==> config.mk <==
export PLATFORM = sky130hd
export DESIGN_NAME = vga_timing_decoder
export DESIGN_NICKNAME = d
export VERILOG_FILES = /design/src/rtl/vga_timing_decoder.sv
export SDC_FILE = /design/constraint.sdc
export NUM_CORES = 1
export LEC_CHECK = 0
export BUFFER_PORTS_ARGS = -buffer_cell sky130_fd_sc_hd__buf_4
export CAP_MARGIN = 20
export CORE_MARGIN = 4
export CORE_UTILIZATION = 32
export DETAILED_ROUTE_END_ITERATION = 7
export SYNTH_ARGS = -nofsm -noshare
export SYNTH_HDL_FRONTEND = slang
export SYNTH_SLANG_ARGS = --single-unit
==> constraint.sdc <==
create_clock -name clk -period 2.55 [get_ports clk]
set_clock_uncertainty 0.15 [all_clocks]
set_input_delay 0.1275 -clock clk [delete_from_list [all_inputs] [get_ports clk]]
set_output_delay 0.1275 -clock clk [all_outputs]
set_load 0.01 [all_outputs]
==> src/rtl/vga_timing_decoder.sv <==
// vga_timing_decoder: recovers pixel/line position from raw hsync/vsync and
// tracks whether the incoming timing matches the configured video mode.
module vga_timing_decoder #(
    parameter int unsigned H_WIDTH    = 640,
    parameter int unsigned H_FRONT    = 16,
    parameter int unsigned H_PULSE    = 96,
    parameter int unsigned H_TOTAL    = 800,
    parameter int unsigned V_WIDTH    = 480,
    parameter int unsigned V_FRONT    = 10,
    parameter int unsigned V_TOTAL    = 525,
    parameter bit          H_POL      = 1'b0,
    parameter bit          V_POL      = 1'b0,
    parameter int unsigned LOCK_LINES = 4
) (
    input  logic       clk,
    input  logic       rst,
    input  logic       hsync_in,
    input  logic       vsync_in,
    output logic [9:0] hcount,
    output logic [9:0] vcount,
    output logic       video_on,
    output logic       locked,
    output logic       err
);

    localparam int unsigned HW    = 10;
    localparam int unsigned VW    = 10;
    localparam int unsigned PERW  = 11;
    localparam int unsigned PULW  = 10;
    localparam int unsigned LINEW = 10;
    localparam int unsigned GOODW = 8;

    typedef enum logic [1:0] {
        SEARCH = 2'd0,
        TRACK  = 2'd1,
        LOCKED = 2'd2
    } state_t;

    state_t             state, state_next;
    logic               hs_meta, hs, hs_prev;
    logic               vs_meta, vs, vs_prev;
    logic               hs_lead, vs_lead;
    logic [PERW-1:0]    period;
    logic [PULW-1:0]    pulse;
    logic [LINEW-1:0]   line_cnt;
    logic [GOODW-1:0]   good_cnt, good_cnt_next;
    logic               vs_armed, vs_armed_next;
    logic               err_next;
    logic               line_good, period_sat;
    logic [HW-1:0]      hcount_next;
    logic [VW-1:0]      vcount_next;

    // Two-flop synchronizers plus one previous-value flop for edge detection
    always_ff @(posedge clk) begin
        if (rst) begin
            hs_meta <= ~H_POL;
            hs      <= ~H_POL;
            hs_prev <= ~H_POL;
            vs_meta <= ~V_POL;
            vs      <= ~V_POL;
            vs_prev <= ~V_POL;
        end else begin
            hs_meta <= hsync_in;
            hs      <= hs_meta;
            hs_prev <= hs;
            vs_meta <= vsync_in;
            vs      <= vs_meta;
            vs_prev <= vs;
        end
    end

    assign hs_lead    = (hs == H_POL) && (hs_prev != H_POL);
    assign vs_lead    = (vs == V_POL) && (vs_prev != V_POL);
    assign period_sat = (period == '1);
    assign line_good  = (period == PERW'(H_TOTAL - 1)) && (pulse == PULW'(H_PULSE));

    // Line period, sync pulse width and lines-per-frame measurement
    always_ff @(posedge clk) begin
        if (rst) begin
            period   <= '0;
            pulse    <= '0;
            line_cnt <= '0;
        end else begin
            if (hs_lead) begin
                period <= '0;
            end else if (!period_sat) begin
                period <= period + PERW'(1);
            end
            // The leading-edge cycle is itself an active cycle, so it counts as 1
            if (hs_lead) begin
                pulse <= PULW'(1);
            end else if ((hs == H_POL) && (pulse != '1)) begin
                pulse <= pulse + PULW'(1);
            end
            if (vs_lead) begin
                line_cnt <= hs_lead ? LINEW'(1) : LINEW'(0);
            end else if (hs_lead && (line_cnt != '1)) begin
                line_cnt <= line_cnt + LINEW'(1);
            end
        end
    end

    // Next raster position: sync edges realign, otherwise free-run with wrap
    always_comb begin
        hcount_next = hcount + HW'(1);
        vcount_next = vcount;
        if (hs_lead) begin
            hcount_next = HW'(H_WIDTH + H_FRONT);
        end else if (hcount == HW'(H_TOTAL - 1)) begin
            hcount_next = '0;
            vcount_next = (vcount == VW'(V_TOTAL - 1)) ? '0 : vcount + VW'(1);
        end
        if (vs_lead) begin
            vcount_next = VW'(V_WIDTH + V_FRONT);
        end
    end

    // Lock FSM: next state, good-line counting and error detection
    always_comb begin
        state_next    = state;
        good_cnt_next = good_cnt;
        vs_armed_next = vs_armed;
        err_next      = 1'b0;
        unique case (state)
            SEARCH: begin
                if (hs_lead) begin
                    state_next    = TRACK;
                    good_cnt_next = '0;
                end
            end
            TRACK: begin
                if (hs_lead) begin
                    if (line_good) begin
                        good_cnt_next = good_cnt + GOODW'(1);
                        if (good_cnt_next == GOODW'(LOCK_LINES)) begin
                            state_next    = LOCKED;
                            good_cnt_next = '0;
                            vs_armed_next = 1'b0;
                        end
                    end else begin
                        err_next      = 1'b1;
                        good_cnt_next = '0;
                    end
                end else if (period_sat) begin
                    err_next   = 1'b1;
                    state_next = SEARCH;
                end
            end
            LOCKED: begin
                if ((hs_lead && !line_good) || (!hs_lead && period_sat)) begin
                    err_next = 1'b1;
                end
                // The first frame edge after locking only starts the frame count
                if (vs_lead) begin
                    if (!vs_armed) begin
                        vs_armed_next = 1'b1;
                    end else if (line_cnt != LINEW'(V_TOTAL)) begin
                        err_next = 1'b1;
                    end
                end
                if (err_next) begin
                    state_next = SEARCH;
                end
            end
            default: begin
                state_next = SEARCH;
            end
        endcase
    end

    // State and registered outputs
    always_ff @(posedge clk) begin
        if (rst) begin
            state    <= SEARCH;
            good_cnt <= '0;
            vs_armed <= 1'b0;
            hcount   <= '0;
            vcount   <= '0;
            err      <= 1'b0;
            locked   <= 1'b0;
            video_on <= 1'b0;
        end else begin
            state    <= state_next;
            good_cnt <= good_cnt_next;
            vs_armed <= vs_armed_next;
            hcount   <= hcount_next;
            vcount   <= vcount_next;
            err      <= err_next;
            locked   <= (state_next == LOCKED);
            video_on <= (state_next == LOCKED) && (hcount_next < HW'(H_WIDTH))
                        && (vcount_next < VW'(V_WIDTH));
        end
    end

endmodule

---- Yosys cells after proc, flatten, opt, wreduce, memory -nomap -nowiden ----
Cells that the tools add are included.
word-level totals
  input port bits ......................... 4
  logic and storage cells ................. 102
  output and inout bits ................... 23
  flip-flop bits (word level) ............. 71
operators by class
  muxes and demuxes ....................... 37
  bitwise operators ....................... 2
  $add $sub $neg .......................... 6
  magnitude comparators ................... 2
  reductions and logical operators ........ 20
  eq/ne operators ......................... 17
operator list
  cell                                                         count
  2-to-1 mux 10 bit                                            8
  adder 10 x 1 -> 10 bit, second input constant                4
  2-to-1 mux 8 bit                                             4
  inequality test 10 bit, second input constant                3
  == test 10 bit, second input constant                        2
  case mux 8 bit (2 select lines)                              1
  2-to-1 mux 1 bit                                             15
  2-to-1 mux 2 bit                                             6
  adder 11 x 1 -> 11 bit, second input constant                1
  == test 11 x 10 -> 1 bit, second input constant              1
  == test 11 bit, second input constant                        1
  == test 10 x 7 -> 1 bit, second input constant               1
  less-than comparator 10 bit, second input constant           1
  less-than comparator 10 x 9 -> 1 bit, second input constant  1
  inequality test 2 bit, second input constant                 5
  logical AND 1 bit                                            9
  adder 8 x 1 -> 8 bit, second input constant                  1
  == test 8 x 3 -> 1 bit, second input constant                1
  nonzero test 2 bit                                           4
  case mux 2 bit (3 select lines)                              1
  AND reduction 5 bit                                          1
  == test 2 bit, second input constant                         2
  case mux 1 bit (2 select lines)                              2
  AND reduction 3 bit                                          1
  other kinds (6)                                              8

---- Depth between registers and ports, before layout ----
Gate-level depths: netlist of the first run.
  depth after elaboration ................. 15
  gate-level depth with buffers ........... 9
  gate-level depth less buffers ........... 8

---- Least setup slack after synthesis of the first run ----
No wires, ideal clock.
  path type ............................... register to register
  from .................................... register hcount[0]
  to ...................................... register video_on
  arrival time ............................ 2.120 ns
  data required time ...................... 2.283 ns
  stages on the path, launching flop included .. 8
  setup slack ............................. 0.163 ns
  setup time .............................. 0.117 ns
  clock period less this slack ............ 2.387 ns
  buffers on the path ..................... 0
  cell sequence ........................... dfxtp_1 ha_1 nand4_4 or4_4 nor4_4 xor2_1 nand4_1 and4bb_1
between the ends
  longest elaborated chain between the ends .. 6
  elaborated cells between the ends (all ways) .. 11
  those cells by class .................... 1 x add/sub; 2 x order compare; 1 x eq/ne; 5 x mux; 2 x reduce/logical
ends and longest elaborated chain
  item                                                                       RTL line  source
  from (decl)                                                                19        output logic [9:0] hcount,
  from (signal assigned)                                                     186       hcount <= hcount_next;
  adder 10 x 1 -> 10 bit or == test 10 bit (tied branches)                   105, 109
  2-to-1 mux 10 bit                                                          109       end else if (hcount == HW'(H_TOTAL - 1)) begin
  2-to-1 mux 10 bit                                                          107       if (hs_lead) begin
  less-than comparator 10 bit or 2-to-1 mux 10 bit (tied branches)           190, 113
  logical AND 1 bit or less-than comparator 10 x 9 -> 1 bit (tied branches)  190, 191
  logical AND 1 bit *                                                        191       && (vcount_next < VW'(V_WIDTH));
  to (signal assigned)                                                       190       video_on <= (state_next == LOCKED) && (hcount_next < HW'(H_WIDTH))
  to (decl)                                                                  21        output logic video_on,
Mark *: on every way between the ends. The rest lies on a longest branch, timed or not.
A chain may end at the register's enable or synchronous reset.

---- Worst setup path in the final report of the first run ----
  from .................................... register hcount[1]
  to ...................................... register video_on
Same word-level chain as after synthesis.

==> results of run 1 <==
-- registers in the layout (all words and copies together), names as in the netlist, 2 cells and up --
| name | cells |
|---|---|
| period | 11 |
| hcount | 10 |
| line_cnt | 10 |
| pulse | 10 |
| vcount | 10 |
| good_cnt | 8 |
| state | 2 |
-- per-stage QoR --
step	instance area, sq um	setup slack, ns	cells
5_1_grt	4110	-0.00614	587
3_3_place_gp	3850	0.119	566
6_report	4110	0.0956	587
2_1_floorplan	3460	0.163	404
4_1_cts	4090	0.0313	585
3_5_place_dp	3850	0.0102	566
-- power groups by stage --
stage | registers [mW] | clock network [mW] | logic [mW]
after floorplan | 1.18 | 0 | 0.0800
after global placement | 1.18 | 0 | 0.131
after detailed placement | 1.18 | 0 | 0.134
after CTS | 1.16 | 0.955 | 0.139
after global routing | 1.16 | 1.01 | 0.151
final | 1.16 | 0.923 | 0.135
-- layout by cell type, fill, tap and decap left out, types with 4 or more instances in the layout --
master / netlist / layout
a21oi_1: 29 / 29
a31oi_1: 6 / 6
and3_1: 7 / 7
and4_1: 4 / 4
buf_4: 0 / 37
clkbuf_8: 0 / 10
dfxtp_1: 71 / 71
ha_1: 13 / 12
inv_1: 15 / 15
nand2_1: 24 / 24
nand2b_1: 6 / 6
nand3_1: 17 / 17
nand3b_1: 6 / 6
nand4_1: 11 / 11
nor2_1: 54 / 54
nor2b_1: 4 / 4
nor3_1: 15 / 14
nor4bb_1: 4 / 4
o21ai_0: 19 / 19
or2_2: 6 / 6
or3_1: 14 / 14
xnor2_1: 14 / 14
xor2_1: 11 / 11
-- path summary, 6_finish.rpt --
path                                           start                  end  depth (start not counted)
worst min-delay path              hs_meta$_SDFF_PP1_        hs$_SDFF_PP1_                          1
worst max-delay path            hcount[1]$_SDFF_PP0_  video_on$_SDFF_PP0_                          7
worst min register to register    hs_meta$_SDFF_PP1_        hs$_SDFF_PP1_                          1
worst max register to register  hcount[1]$_SDFF_PP0_  video_on$_SDFF_PP0_                          7
-- what timing repair did --
action / CTS / global route
cloned: 0 / 1
gates resized for setup: 1 / 1
setup endpoints to repair: 1 / 1
endpoints found under the hold margin: 3 / 0
hold buffers: 3 / 0
buffers inserted: 0 / 1
pin swaps: 0 / 1
-- final cells by class --
| cell class | count | area (sq um) | share of cell area, % |
|---|---|---|---|
| flip-flops and latches | 71 | 1420 | 34.5 |
| clock inverters | 6 | 70.1 | 1.70 |
| clock buffers | 10 | 138 | 3.35 |
| well taps | 136 | 170 | 4.14 |
| repair buffers | 40 | 308 | 7.48 |
| multi-input cells | 309 | 1950 | 47.4 |
| inverters | 15 | 56.3 | 1.37 |
-- metal layers --
metal | vias to the layer above | global-route usage (%) | share of wire [%]
li1 | 1537 | - | -
met1 | 1378 | 16.2 | 50
met2 | 57 | 18.7 | 45
met3 | 5 | 3.97 | 4.4
met4 | 0 | 4.89 | 1.1
met5 | - | 0 | 0
-- cells by family after synthesis --
group	after synthesis	share of synthesized area, %
buf+inv	25	2.97
mux	2	0.579
simple gates	192	31.2
flops	71	41.1
compound gates	76	13.1
fa+ha+maj	13	4.70
xor+xnor	25	6.33
-- worst reg2reg max path, cell delays in order, from the launching register on --
cell,delay [ns]
dfxtp_1,0.39
ha_2,0.26
nand4_4,0.17
or4_4,0.53
nor4_4,0.31
xor2_1,0.23
nand4_1,0.12
and4bb_1,0.20
==> flow_metrics.py, run 1 <==
metrics = {
    "cts": {
        "cts_tree": "yes",
        "insertion_delay_ns": 0.35,
        "cts.htree.levels": 3,
        "clockBufferDepth": 2,
        "clk_pin_slew_worst_paths_ns": 0.08,
        "numCtsBuffers": 9,
        "clock_sinks": 71,
        "cts_root_buf": "clkbuf_8",
    },
    "grt": {
        "antenna_found_initial": 0,
        "grt_overflow_total": 0,
        "first_global_vias": 2734,
        "grt_pass1_wl_um": 12800,
        "grt_max_degree": 33,
        "grt_usage_pct": 12.3,
    },
    "logic_synthesis": {
        "synth.largest_area_cell": "dfxtp_1",
        "yosysTopAreaCellShare_pct": 41.1,
        "synthFlopType": "dfxtp_1",
        "synthCells": 404,
        "synth-edff-count": 0,
        "synth_area_leaders": "dfxtp_1, nor2_1, ha_1",
        "async_flop_share_pct": 0,
        "synth_seq_cells": 71,
        "ys_seq_area_share_pct": 41.1,
        "synth.most_common_cell": "dfxtp_1",
        "syn_area_sq_um": 3460,
        "syn_avg_cell_area_sq_um": 8.56,
        "synth_fp_nets": 421,
        "ys_types": 56,
        "synth_commonest_cells": "dfxtp_1, nor2_1, a21oi_1, nand2_1, o21ai_0",
        "yosys_warnings": 0,
    },
    "routing": {
        "wl_per_cell_um": 13.1,
        "drt_wl_total_um": 7700,
        "antenna_left": 0,
        "drtIter0Drc": 105,
        "drt_pass1_iterations": 4,
        "viasPerCell": 5.07,
        "drc": 0,
        "vias": 2977,
    },
    "timing": {
        "period_share_pct": 96.3,
        "maxSlewViolCount": 0,
        "fmax_ghz": 0.407,
        "worst_pin_slew_ns": 0.812,
        "relSlewSlack_pct": 45.9,
        "fin_crit_ns": 2.45,
        "setup_viol_count_final": 0,
        "worst_hold_slack_ns": 0.266,
        "fin_setup_tns_ns": 0,
        "hold_viol": 0,
    },
    "hold_path": {
        "hp-class": "flip-flop to flip-flop",
    },
    "power": {
        "powerDensity_nw_per_um2": 539,
        "power_frac_clock_pct": 41.6,
        "ir_worst_vdd_mv": 0.366,
        "seq_power_share_pct": 52.3,
        "internal_power_mw": 1.67,
        "p_sw_share_pct": 24.5,
        "leakage_nw": 1.50,
        "switchingPower_mw": 0.543,
        "p_comb_share_pct": 6.1,
        "total_power_mw": 2.22,
    },
    "critical_path": {
        "worst_setup_path_start_kind": "flip-flop",
        "critPathBufInv": 0,
        "cp_cell_sequence": "ha_2 > nand4_4 > or4_4 > nor4_4 > xor2_1 > nand4_1 > and4bb_1",
        "r2r_slack_ns": 0.1,
        "crit_path_top_delay_cell": "or4_4",
        "crit_type": "flip-flop to flip-flop",
        "path_max_fanout": 7,
        "slowest_delay_ns": 0.53,
        "worst_setup_path_end_kind": "flip-flop",
        "path_delay_family": "simple AND/OR/NAND/NOR gates",
        "cp_data_required_time_ns": 2.64,
        "cp.arrival_ns": 2.55,
    },
    "die": {
        "die_x_um": 112,
        "rows": 37,
        "die_height_um": 112,
        "dieArea_sq_um": 12500,
        "start_util_pct": 33.2,
        "coreArea_sq_um": 10400,
        "ioPinCount": 27,
    },
    "placement": {
        "dpl.hpwl_um": 5350,
        "portBuffers": 26,
        "place_congestion": 0.784,
    },
    "job": {
        "cap_violations": 0,
    },
    "finish": {
        "layout-drive-gt1-share_pct": 16.4,
        "num-fill-cells": 1059,
        "fin_util_pct": 39.5,
        "area.growth.synth_to_final_pct": 19.0,
        "diodes": 0,
        "nets": 463,
    },
    "outcome": {
        "outcome": "complete, no violations",
    },
}
Note: power is estimated with default switching activity, not from simulation.
==> run 2: changes to the inputs <==
Clock period 2.55 ns to 2.7 ns, I/O delays scaled along.
==> flow_metrics.py, run 2 (synthesis gave the netlist of run 1 again) <==
metrics = {
    "outcome": {
        "outcome": "complete, no violations",
    },
    "timing": {
        "setup_viol_count_final": 0,
        "fmax_ghz": 0.397,
        "fin_ws_ns": 0.182,
        "fin_crit_ns": 2.52,
        "rsz0062_at_grt": "false",
        "relSlewSlack_pct": 45.2,
        "hold_viol": 0,
        "worst_hold_slack_ns": 0.0206,
        "worst_pin_slew_ns": 0.821,
        "fin_setup_tns_ns": 0,
        "period_share_pct": 93.3,
        "maxSlewViolCount": 0,
    },
    "power": {
        "internal_power_mw": 1.74,
        "powerDensity_nw_per_um2": 546,
        "ir_worst_vdd_mv": 0.352,
        "switchingPower_mw": 0.497,
        "power_frac_clock_pct": 45.5,
        "seq_power_share_pct": 49.0,
        "total_power_mw": 2.23,
        "p_sw_share_pct": 22.3,
        "p_comb_share_pct": 5.5,
        "leakage_nw": 1.49,
    },
    "routing": {
        "drc": 0,
        "top_layer": "met4",
        "drtIter0Drc": 95,
        "vias": 2954,
        "m1WireLength_um": 3710,
        "wl_met3_um": 258,
        "drt_wl_total_um": 7450,
        "drt_pass1_iterations": 4,
        "antenna_left": 0,
        "viasPerCell": 5.09,
        "wl_per_cell_um": 12.8,
        "wl_met2_um": 3360,
    },
    "die": {
        "coreArea_sq_um": 10400,
        "ioPinCount": 27,
        "die_x_um": 112,
        "start_util_pct": 33.2,
        "rows": 37,
        "die_height_um": 112,
        "dieArea_sq_um": 12500,
    },
    "cts": {
        "clock_sinks": 71,
        "cts.htree.levels": 3,
        "cts_tree": "yes",
        "cts_root_buf": "clkbuf_8",
        "insertion_delay_ns": 0.35,
        "post_cts_buffers": 0,
        "clk_pin_slew_worst_paths_ns": 0.08,
        "clockBufferDepth": 2,
        "numCtsBuffers": 9,
    },
    "critical_path": {
        "r2r_slack_ns": 0.18,
        "crit_start": "hcount[0]$_SDFF_PP0_",
        "rr_startpoint": "hcount[0]$_SDFF_PP0_",
        "cp.arrival_ns": 2.61,
        "crit_path_top_delay_cell": "or4_4",
        "cp_cell_sequence": "ha_2 > nand4_4 > or4_4 > nor4_4 > xor2_1 > nand4_1 > and4bb_1",
        "r2r_cells": 7,
        "r2r-end": "video_on$_SDFF_PP0_",
        "path_max_fanout": 13,
        "cp_data_required_time_ns": 2.79,
        "crit_end": "video_on$_SDFF_PP0_",
        "worst_setup_path_start_kind": "flip-flop",
        "crit_type": "flip-flop to flip-flop",
        "slowest_delay_ns": 0.61,
        "worst_setup_path_end_kind": "flip-flop",
    },
    "finish": {
        "multi_input_area_sq_um": 1940,
        "area.growth.synth_to_final_pct": 18.2,
        "diodes": 0,
        "layout_common_cells": "dfxtp_1, nor2_1, buf_4",
        "nets": 457,
        "top_register": "period",
        "layout-drive-gt1-share_pct": 14.9,
        "layout.cells.most_common": "dfxtp_1",
        "seq_area_sq_um": 1420,
        "num-fill-cells": 1071,
        "largest_reg_flops": 11,
    },
    "placement": {
        "pre_cts_ws_ns": 0.169,
        "dpl.hpwl_um": 5280,
        "portBuffers": 26,
        "place_congestion": 0.801,
    },
    "hold_path": {
        "hp-class": "input pin to flip-flop",
    },
    "grt": {
        "first_global_vias": 2879,
        "antenna_found_initial": 0,
        "grt_overflow_total": 0,
        "grt_max_degree": 33,
        "grt_pass1_wl_um": 13000,
        "grt_usage_pct": 12.5,
    },
    "job": {
        "cap_violations": 0,
    },
}
[run 2: worst min-delay path by stage]
stage	from	endpoint	slack (ns)	cells after the start
after detailed placement	vsync_in	vs_meta$_SDFF_PP1_	0.18	2
after global placement	vsync_in	vs_meta$_SDFF_PP1_	0.17	2
final	rst	good_cnt[1]$_SDFFE_PP0P_	0.02	2
after floorplan	hsync_in	hs_meta$_SDFF_PP1_	0.09	1
after global routing	rst	good_cnt[0]$_SDFFE_PP0P_	0.03	2
after CTS	rst	state[0]$_SDFF_PP0_	0.008	2
[run 2: critical path, delay by kind of cell (launching register included)]
kind	cells	cell delay (ns)
xor+xnor	1	0.22
simple gates	5	1.38
fa+ha+maj	1	0.26
flops	1	0.40
[run 2: layout make-up]
type / count / area share [%]
Inverter: 15 / 1.38
Clock buffer: 10 / 3.12
Multi-Input combinational cell: 308 / 47.4
Timing Repair Buffer: 35 / 6.55
Tap cell: 136 / 4.16
Sequential cell: 71 / 34.8
Clock inverter: 5 / 2.60
[run 2: what timing repair did]
| action | CTS | global route |
|---|---|---|
| hold buffers | 2 | 0 |
| gates resized for setup | 0 | 1 |
| setup endpoints to repair | 0 | 1 |
| hold endpoints to repair | 2 | 0 |
[run 2: power groups by stage]
stage,clock [mW],combinational (mW),sequential (mW)
after floorplan,0,0.0756,1.12
after global placement,0,0.121,1.12
after detailed placement,0,0.122,1.12
after CTS,1.05,0.125,1.09
after global routing,1.08,0.140,1.10
final,1.02,0.123,1.09
[run 2: routing by layer]
layer / vias up / GRT usage (%)
met1: 1383 / 16.4
met4: 0 / 5.37
met2: 42 / 19.5
met5: - / 0
met3: 9 / 3.15
li1: 1520 / -
[run 2: through the flow]
stage	area (sq um)	std cells	utilization, %
6_report	4090	580	39.2
5_1_grt	4090	580	39.2
4_1_cts	4080	580	39.2
3_5_place_dp	3830	563	36.8
3_3_place_gp	3830	563	36.8
2_1_floorplan	3460	404	-
